**config.mk**
```make
export PLATFORM = sky130hd
export DESIGN_NAME = rv32m_div_unit
export DESIGN_NICKNAME = d
export VERILOG_FILES = /design/src/rtl/rv32m_pkg.sv /design/src/rtl/div_restoring_step.sv /design/src/rtl/rv32m_div_unit.sv
export SDC_FILE = /design/constraint.sdc
export NUM_CORES = 1
export LEC_CHECK = 0
export CAP_MARGIN = 20
export CORE_ASPECT_RATIO = 0.9
export CORE_UTILIZATION = 24
export CTS_BUF_LIST = sky130_fd_sc_hd__clkbuf_8
export CTS_CLUSTER_DIAMETER = 60
export CTS_CLUSTER_SIZE = 24
export DETAILED_ROUTE_END_ITERATION = 10
export GPL_TIMING_DRIVEN = 0
export PLACE_DENSITY_LB_ADDON = 0.2
export SLEW_MARGIN = 0
export SYNTH_ARGS = -nofsm -noshare
export SYNTH_HDL_FRONTEND = slang
export SYNTH_SLANG_ARGS = --single-unit
```
**constraint.sdc**
```tcl
create_clock -name clk -period 9.4 [get_ports clk]
set_input_delay 1.88 -clock clk [delete_from_list [all_inputs] [get_ports clk]]
set_output_delay 1.88 -clock clk [all_outputs]
set_load 0.02 [all_outputs]
```
**src/rtl/rv32m_pkg.sv**
```systemverilog
// Shared encodings and constants for the RV32M divide unit.
package rv32m_pkg;

    localparam logic [1:0] OP_DIV  = 2'b00;
    localparam logic [1:0] OP_DIVU = 2'b01;
    localparam logic [1:0] OP_REM  = 2'b10;
    localparam logic [1:0] OP_REMU = 2'b11;

    typedef enum logic [1:0] {
        IDLE = 2'b00,
        CALC = 2'b01,
        DONE = 2'b10
    } div_state_t;

    localparam logic [31:0] DIV_BY_ZERO_Q = 32'hFFFF_FFFF;
    localparam logic [31:0] SIGNED_MIN    = 32'h8000_0000;

endpackage

```
**src/rtl/div_restoring_step.sv**
```systemverilog
// One restoring-division iteration: shift {rem, quo} left, trial-subtract, set quotient bit.
module div_restoring_step #(
    parameter int XLEN = 32
) (
    input  logic [XLEN-1:0] rem,
    input  logic [XLEN-1:0] quo,
    input  logic [XLEN-1:0] divisor,
    output logic [XLEN-1:0] rem_next,
    output logic [XLEN-1:0] quo_next
);

    logic [XLEN:0] shifted;
    logic [XLEN:0] trial;

    // Extra bit keeps the shifted-out MSB so divisors >= 2^(XLEN-1) still work.
    assign shifted  = {rem, quo[XLEN-1]};
    assign trial    = shifted - {1'b0, divisor};
    assign rem_next = trial[XLEN] ? shifted[XLEN-1:0] : trial[XLEN-1:0];
    assign quo_next = {quo[XLEN-2:0], ~trial[XLEN]};

endmodule

```
**src/rtl/rv32m_div_unit.sv**
```systemverilog
// Iterative radix-2 DIV/DIVU/REM/REMU unit; one quotient bit per cycle, registered outputs.
module rv32m_div_unit
    import rv32m_pkg::*;
#(
    parameter int XLEN  = 32,
    parameter int CNT_W = $clog2(XLEN) + 1
) (
    input  logic            clk,
    input  logic            rst,
    input  logic            start_i,
    input  logic [1:0]      op_i,
    input  logic [XLEN-1:0] rs1_val_i,
    input  logic [XLEN-1:0] rs2_val_i,
    input  logic [4:0]      rd_i,
    input  logic            flush_i,
    output logic            busy_o,
    output logic            done_o,
    output logic [XLEN-1:0] result_o,
    output logic [4:0]      rd_o
);

    div_state_t      state;
    logic [CNT_W-1:0] cnt;
    logic [XLEN-1:0] rem, quo, dvs;
    logic [4:0]      rd_q;
    logic            is_rem, sign_q, sign_r;

    logic            signed_op, a_neg, b_neg, div_zero, overflow;
    logic [XLEN-1:0] a_mag, b_mag;
    logic [XLEN-1:0] step_rem, step_quo, q_fix, r_fix;

    assign signed_op = ~op_i[0];
    assign a_neg     = signed_op & rs1_val_i[XLEN-1];
    assign b_neg     = signed_op & rs2_val_i[XLEN-1];
    assign a_mag     = a_neg ? -rs1_val_i : rs1_val_i;
    assign b_mag     = b_neg ? -rs2_val_i : rs2_val_i;
    assign div_zero  = (rs2_val_i == '0);
    assign overflow  = signed_op && (rs1_val_i == SIGNED_MIN) && (rs2_val_i == DIV_BY_ZERO_Q);

    div_restoring_step #(.XLEN(XLEN)) u_step (
        .rem      (rem),
        .quo      (quo),
        .divisor  (dvs),
        .rem_next (step_rem),
        .quo_next (step_quo)
    );

    assign q_fix = sign_q ? -step_quo : step_quo;
    assign r_fix = sign_r ? -step_rem : step_rem;

    always_ff @(posedge clk or negedge rst) begin
        if (!rst) begin
            state    <= IDLE;
            cnt      <= '0;
            rem      <= '0;
            quo      <= '0;
            dvs      <= '0;
            rd_q     <= '0;
            is_rem   <= 1'b0;
            sign_q   <= 1'b0;
            sign_r   <= 1'b0;
            busy_o   <= 1'b0;
            done_o   <= 1'b0;
            result_o <= '0;
            rd_o     <= '0;
        end else begin
            done_o <= 1'b0;
            if (flush_i) begin
                state  <= IDLE;
                busy_o <= 1'b0;
                cnt    <= '0;
            end else begin
                case (state)
                    IDLE, DONE: begin
                        if (start_i) begin
                            rd_q   <= rd_i;
                            is_rem <= op_i[1];
                            sign_q <= a_neg ^ b_neg;
                            sign_r <= a_neg;
                            dvs    <= b_mag;
                            // Special cases complete without iterating.
                            if (div_zero || overflow) begin
                                state  <= DONE;
                                busy_o <= 1'b0;
                                done_o <= 1'b1;
                                cnt    <= '0;
                                rd_o   <= rd_i;
                                if (div_zero)
                                    result_o <= op_i[1] ? rs1_val_i : DIV_BY_ZERO_Q;
                                else
                                    result_o <= op_i[1] ? '0 : SIGNED_MIN;
                            end else begin
                                state  <= CALC;
                                busy_o <= 1'b1;
                                cnt    <= CNT_W'(XLEN);
                                rem    <= '0;
                                quo    <= a_mag;
                            end
                        end else begin
                            state  <= IDLE;
                            busy_o <= 1'b0;
                        end
                    end
                    CALC: begin
                        rem <= step_rem;
                        quo <= step_quo;
                        cnt <= cnt - 1'b1;
                        if (cnt == CNT_W'(1)) begin
                            state    <= DONE;
                            busy_o   <= 1'b0;
                            done_o   <= 1'b1;
                            rd_o     <= rd_q;
                            result_o <= is_rem ? r_fix : q_fix;
                        end
                    end
                    default: begin
                        state  <= IDLE;
                        busy_o <= 1'b0;
                    end
                endcase
            end
        end
    end

endmodule

```
==> results of run 1 <==
through the flow:
| stage | setup TNS (ns) | instances | hold WS [ns] | area, µm² | util |
|---|---|---|---|---|---|
| 2_1_floorplan | 0 | 1607 | 0.445 | 12300 | - |
| 3_3_place_gp | -38.17 | 2400 | 0.463 | 14300 | 0.283 |
| 3_5_place_dp | 0 | 2402 | 0.467 | 14300 | 0.284 |
| 4_1_cts | 0 | 2434 | 0.491 | 14700 | 0.291 |
| 5_1_grt | 0 | 2434 | 0.518 | 14700 | 0.291 |
| 6_report | 0 | 2435 | 0.485 | 14700 | 0.291 |
worst reg2reg max path, cell delays in order, from the launching register on:
cell and delay, ns:
dfrtp_1 0.45, ha_1 0.41, a21oi_1 0.48, and2_1 0.28, a21o_2 0.23, a21oi_4 0.09, nor3_2 0.50, nor2_2 0.09
inv_2 0.25, buf_2 0.29, buf_1 0.49, o21ai_0 0.25, inv_1 0.13, ha_1 0.25, inv_1 0.12, or3_1 0.41
nor2_1 0.09, mux2_2 0.24, nand4b_4 0.16, or3_1 0.41, o2111ai_1 0.19, o41ai_1 0.10, o31ai_1 0.25
final cells by class:
class	instances	area share
multi-input cells	1306	0.541
plain buffers	85	0.0240
clock inverters	15	0.00962
inverters	66	0.0169
repair buffers	115	0.0795
diodes	1	0.000170
flip-flops and latches	150	0.255
clock buffers	17	0.0159
well taps	680	0.0579
power by group:
| group | internal (mW) | leakage, nW | switching [mW] | total, mW |
|---|---|---|---|---|
| sequential | 0.869 | 1.94 | 0.277 | 1.15 |
| clock | 0.215 | 0.190 | 0.311 | 0.526 |
| combinational | 1.45 | 3.65 | 2.46 | 3.91 |
| total | 2.53 | 5.78 | 3.05 | 5.58 |
synth_stat cells, drive strengths merged, types with 6 or more instances:
library cell,instances
or4,14
buf,24
nor2b,6
ha,39
nor4,13
and2,10
nand2b,16
inv,66
nand4,20
nor3,37
o21ai,240
nand2,229
o22ai,6
or3,30
o31ai,28
o41ai,17
a21o,16
o21a,7
dfrtp,150
mux2,7
nand3,20
or2,6
xnor2,61
o31a,8
and3,11
a31oi,17
nor2,118
clkbuf,61
o211ai,16
mux2i,29
a21oi,141
a211oi,21
xor2,73
nor3b,6
per-layer routing:
layer,up-vias,track usage,share of wire
li1,6035,-,-
met1,6160,0.288,0.50
met2,421,0.283,0.43
met3,39,0.0344,0.062
met4,0,0.0439,0.013
met5,-,0,0
worst min-delay path by stage:
stage                         from                  end
3_3_place_gp   rd_q[3]$_DFFE_PN0P_  rd_q[3]$_DFFE_PN0P_
4_1_cts        rd_q[2]$_DFFE_PN0P_  rd_q[2]$_DFFE_PN0P_
5_1_grt         dvs[4]$_DFFE_PN0P_   dvs[4]$_DFFE_PN0P_
2_1_floorplan  rd_q[0]$_DFFE_PN0P_  rd_q[0]$_DFFE_PN0P_
3_5_place_dp   rd_q[2]$_DFFE_PN0P_  rd_q[2]$_DFFE_PN0P_
6_report       rd_q[2]$_DFFE_PN0P_  rd_q[2]$_DFFE_PN0P_
kinds of logic (layout without fill, tap and decap cells):
| group | count (synthesis) | count (layout) |
|---|---|---|
| XOR/XNOR | 134 | 134 |
| AND/OR/NAND/NOR | 549 | 549 |
| flip-flops | 150 | 150 |
| multiplexers | 36 | 36 |
| other | 0 | 1 |
| adder cells (fa/ha/maj) | 40 | 40 |
| AO/OA/AOI/OAI | 547 | 547 |
| buffers and inverters | 151 | 298 |
registers in the layout, summed over array words and instances, names as in the netlist:
register,count
rd_q,5
rem,32
rd_o,5
result_o,32
done_o,1
is_rem,1
cnt,6
dvs,32
state,2
sign_r,1
sign_q,1
quo,32
==> reports/summary.txt, run 1 <==
1st-iter DRT viols - 1114
global-route wire length before repair - 75700 µm
Worst-Skew Late Latency - 0.52 ns
hold crit path type - flop to flop
crit-path cells - clkdlybuf4s50_1, or4_1, nor3_1, and2_1, nand3b_1, o22ai_1, inv_1, o22ai_1, clkbuf_1, buf_2, nand2_1, o21ai_0
unrepaired setup endpoints after global routing - no
worst r2r src - rem[4]$_DFFE_PN0P_
commonest non-fill, non-tap cells in the layout - 233 x o21ai_0, 229 x nand2_1, 150 x dfrtp_1
Leakage - 5.78 nW
final hold violations - 0
area occupied by multi-input gates - 7940 µm²
core box area - 50500 µm²
grt ovf - 0
Starting Density - 0.244
count of cell types in the netlist - 81
Critical path origin - rs1_val_i[7]
Synth Area in Simple Gates - 0.211
Fillers - 5531
Worst path top cell family by delay - simple AND/OR/NAND/NOR gates
total power - 5.58 mW
htree depth - 4
Post-Route WL - 49700 µm
main combinational cell family by area after synthesis - compound AO/OA/AOI/OAI gates
slew at the pin with the worst max-slew slack - 1.13 ns
register bit total from synthesis - 150
post-CTS sizing - 0
Antenna Nets Post-Route - 0
GP Congestion - 0.880
XOR/XNOR share of the synthesized area - 0.0954
Place WS - 2.79 ns
multiplexer share of the synthesized area - 0.0310
R2R Setup Slk - 3.16 ns
initial antenna violation count - 0
CTS buffer count - 17
die area - 52200 µm²
Max-slew headroom - 0.241
nets - 1856
worst-path fanout max - 10
HPWL Detailed - 39600 µm
Worst EP required - 9.83 ns
Worst path max stage delay - 0.69 ns
RR Endpoint - result_o[30]$_DFFE_PN0P_
vias in the first global route - 12165
count of max-cap constraint violations - 0
Worst path depth - 12
Compound-Gate Fraction of Synth Area - 0.267
EDFF count, synth - 0
vias - 12655
Area Growth Syn to Fin - 19.5%
Layout Skew - 0.0222 ns
commonest non-fill, non-tap cell in the layout - o21ai_0
# DRC - 0
Synth area leader - dfrtp_1
final period utilization - 0.667
hold bufs inserted after CTS - 0
critical path class - primary input to flop
Top cell by count, worst path - o22ai_1
cell area after synthesis - 12300 µm²
synth warn - 0
wire length per cell - 20.4 µm
Synthesized Nets - 1722
register area share after synthesis - 0.305
syn_area_per_cell - 7.65 µm²
fmax - 0.159 GHz
top cells by area, synth - dfrtp_1 31%, o21ai_0 9.5%, nand2_1 7.0%, a21oi_1 5.5%, xor2_1 5.2%
Worst Path Buf+Inv - 4
worst setup margin - 3.13 ns
Storage cell area - 3750 µm²
I/O Buffers - 113
FF-to-FF path depth - 22
DRT Pass-1 Iters - 5
CTS tree - done
number of core rows - 78
Worst Setup EP - quo[27]$_DFFE_PN0P_
maximum vdd drop - 0.000165 V
hold path cells - 2
GRT Overall Usage - 0.193
largest net degree at the start of global routing - 107
Async SR Flop Fraction - 1.00
min Tclk post-route - 6.27 ns
fin. max-slew vios - 0
# Post-CTS Setup Buffers - 0
Cell Pwr Density - 380 nW/µm²
clk slew on worst S/H paths - 0.09 ns
Startpoint Class - primary input
Bufs on Longest Clock Path - 2
share of layout cells above drive strength 1 - 0.0553
via-per-instance ratio - 5.20
I/O pin count - 114
Syn Inst Count - 1607
Die X - 241 µm
clock sinks - 150
top cell type's share of synthesized area - 0.305
adder-cell share of the synthesized area - 0.0413
Worst Setup End Kind - flop
slowest CP cell - o22ai_1
Die Y - 217 µm
Post-synth top flop - dfrtp_1
root buf cell - clkbuf_8
Final setup viols - 0
status - finished clean
arrival time worst endpoint - 6.70 ns
(Power assumes the default switching activity.)
==> inputs of run 2 (changes only) <==
- clock period: 9.4 -> 6 ns (I/O delays scaled with it)
==> run 2 against run 1 <==
Total power up 57%. Via count down 0.47%. Wire length about the same. Largest cell class unchanged. Critical endpoint is now result_o[30]$_DFFE_PN0P_.
==> reports/summary.txt, run 2 (synthesis gave the netlist of run 1 again) <==
unrepaired setup endpoints after global routing - no
final hold violations - 0
worst-path fanout max - 19
FF-to-FF path depth - 23
Place WS - -0.0708 ns
RR Endpoint - result_o[30]$_DFFE_PN0P_
vias in the first global route - 12146
Area Growth Syn to Fin - 19.5%
commonest non-fill, non-tap cell in the layout - o21ai_0
clk slew on worst S/H paths - 0.10 ns
I/O Buffers - 113
final period utilization - 0.937
Starting Density - 0.244
Max-slew headroom - 0.247
Cell Pwr Density - 596 nW/µm²
commonest non-fill, non-tap cells in the layout - 233 x o21ai_0, 229 x nand2_1, 150 x dfrtp_1
DR WL met2 - 21400 µm
grt ovf - 0
HPWL Detailed - 39600 µm
root buf cell - clkbuf_8
worst r2r src - quo[31]$_DFFE_PN0P_
fin. max-slew vios - 0
min Tclk post-route - 5.62 ns
GP Congestion - 0.880
Post-Route WL - 49700 µm
largest net degree at the start of global routing - 107
# diodes - 0
Die Y - 217 µm
die area - 52200 µm²
worst setup margin - 0.375 ns
via-per-instance ratio - 5.18
hold crit path type - flop to flop
Leakage - 5.78 nW
post-CTS sizing - 0
Critical path origin - quo[31]$_DFFE_PN0P_
Worst Min Path Start - rd_q[2]$_DFFE_PN0P_
hold bufs inserted after CTS - 0
vias - 12596
Worst EP required - 6.42 ns
1st-iter DRT viols - 1074
CTS tree - done
Layout Skew - 0.0214 ns
maximum vdd drop - 0.000259 V
hold path cells - 2
htree depth - 4
total power - 8.76 mW
I/O pin count - 114
GRT Overall Usage - 0.192
Worst Setup End Kind - flop
critical path class - flop to flop
Die X - 241 µm
arrival time worst endpoint - 6.05 ns
# Post-CTS Setup Buffers - 0
R2R Setup Slk - 0.38 ns
# DRC - 0
Final setup viols - 0
initial antenna violation count - 0
highest routed layer - met4
met3 WL - 2980 µm
CTS buffer count - 17
core box area - 50500 µm²
wire length per cell - 20.4 µm
number of core rows - 78
Antenna Nets Post-Route - 0
met1 WL - 24700 µm
nets - 1854
DRT Pass-1 Iters - 6
Worst Setup EP - result_o[30]$_DFFE_PN0P_
Startpoint Class - flop
Fillers - 5531
Bufs on Longest Clock Path - 2
fmax - 0.178 GHz
count of max-cap constraint violations - 0
global-route wire length before repair - 75600 µm
clock sinks - 150
share of layout cells above drive strength 1 - 0.0554
status - finished clean
Worst-Skew Late Latency - 0.52 ns
slew at the pin with the worst max-slew slack - 1.13 ns
## run 2: stage by stage
stage	utilization	cells	TNS, ns	cell area, µm²	hold slack (ns)
after CTS	0.291	2433	0	14700	0.491
after global placement	0.283	2400	-446.40	14300	0.463
after global routing	0.291	2432	0	14700	0.518
after detailed placement	0.284	2402	-0.0771	14300	0.467
final	0.291	2432	0	14700	0.486
after floorplan	-	1607	0	12300	0.445
## run 2: worst min-delay path by stage
| stage | end | slack (ns) |
|---|---|---|
| floorplan | rd_q[0]$_DFFE_PN0P_ | 0.45 |
| global placement | rd_q[3]$_DFFE_PN0P_ | 0.46 |
| detailed placement | rd_q[2]$_DFFE_PN0P_ | 0.47 |
| CTS | rd_q[2]$_DFFE_PN0P_ | 0.49 |
| global route | dvs[4]$_DFFE_PN0P_ | 0.52 |
| finish | rd_q[2]$_DFFE_PN0P_ | 0.49 |
## run 2: layout make-up
class / instances / area [µm²] / area share
plain buffers: 83 / 352 / 0.0239
clock buffers: 17 / 234 / 0.0159
clock inverters: 15 / 141 / 0.00962
inverters: 66 / 248 / 0.0169
multi-input cells: 1306 / 7950 / 0.541
flip-flops and latches: 150 / 3750 / 0.255
well taps: 680 / 851 / 0.0579
repair buffers: 115 / 1170 / 0.0795
## run 2: report_power, final
| part | internal, mW | switching, mW | leakage (nW) |
|---|---|---|---|
| clock network | 0.337 | 0.490 | 0.190 |
| logic | 2.28 | 3.86 | 3.65 |
| registers | 1.36 | 0.436 | 1.94 |
## run 2: metal layers
layer	track usage	up-vias
li1	-	6028
met1	0.288	6124
met2	0.282	402
met3	0.0344	42
met4	0.0442	0
met5	0	-
## run 2: critical path, stage by stage (launching register included)
cell and delay, ns:
dfrtp_1 0.40, inv_1 0.12, ha_1 0.24, fa_1 0.43, nand2b_1 0.21, a21o_2 0.28, a21o_2 0.27, a21oi_4 0.21
o21a_2 0.27, nor2_2 0.08, inv_2 0.24, buf_6 0.25, nor2_1 0.06, a21oi_1 0.22, ha_1 0.30, inv_1 0.12
or3_1 0.40, nor2_1 0.09, mux2_2 0.24, nand4b_4 0.15, or3_1 0.41, o2111ai_1 0.19, o41ai_1 0.10, o31ai_1 0.25
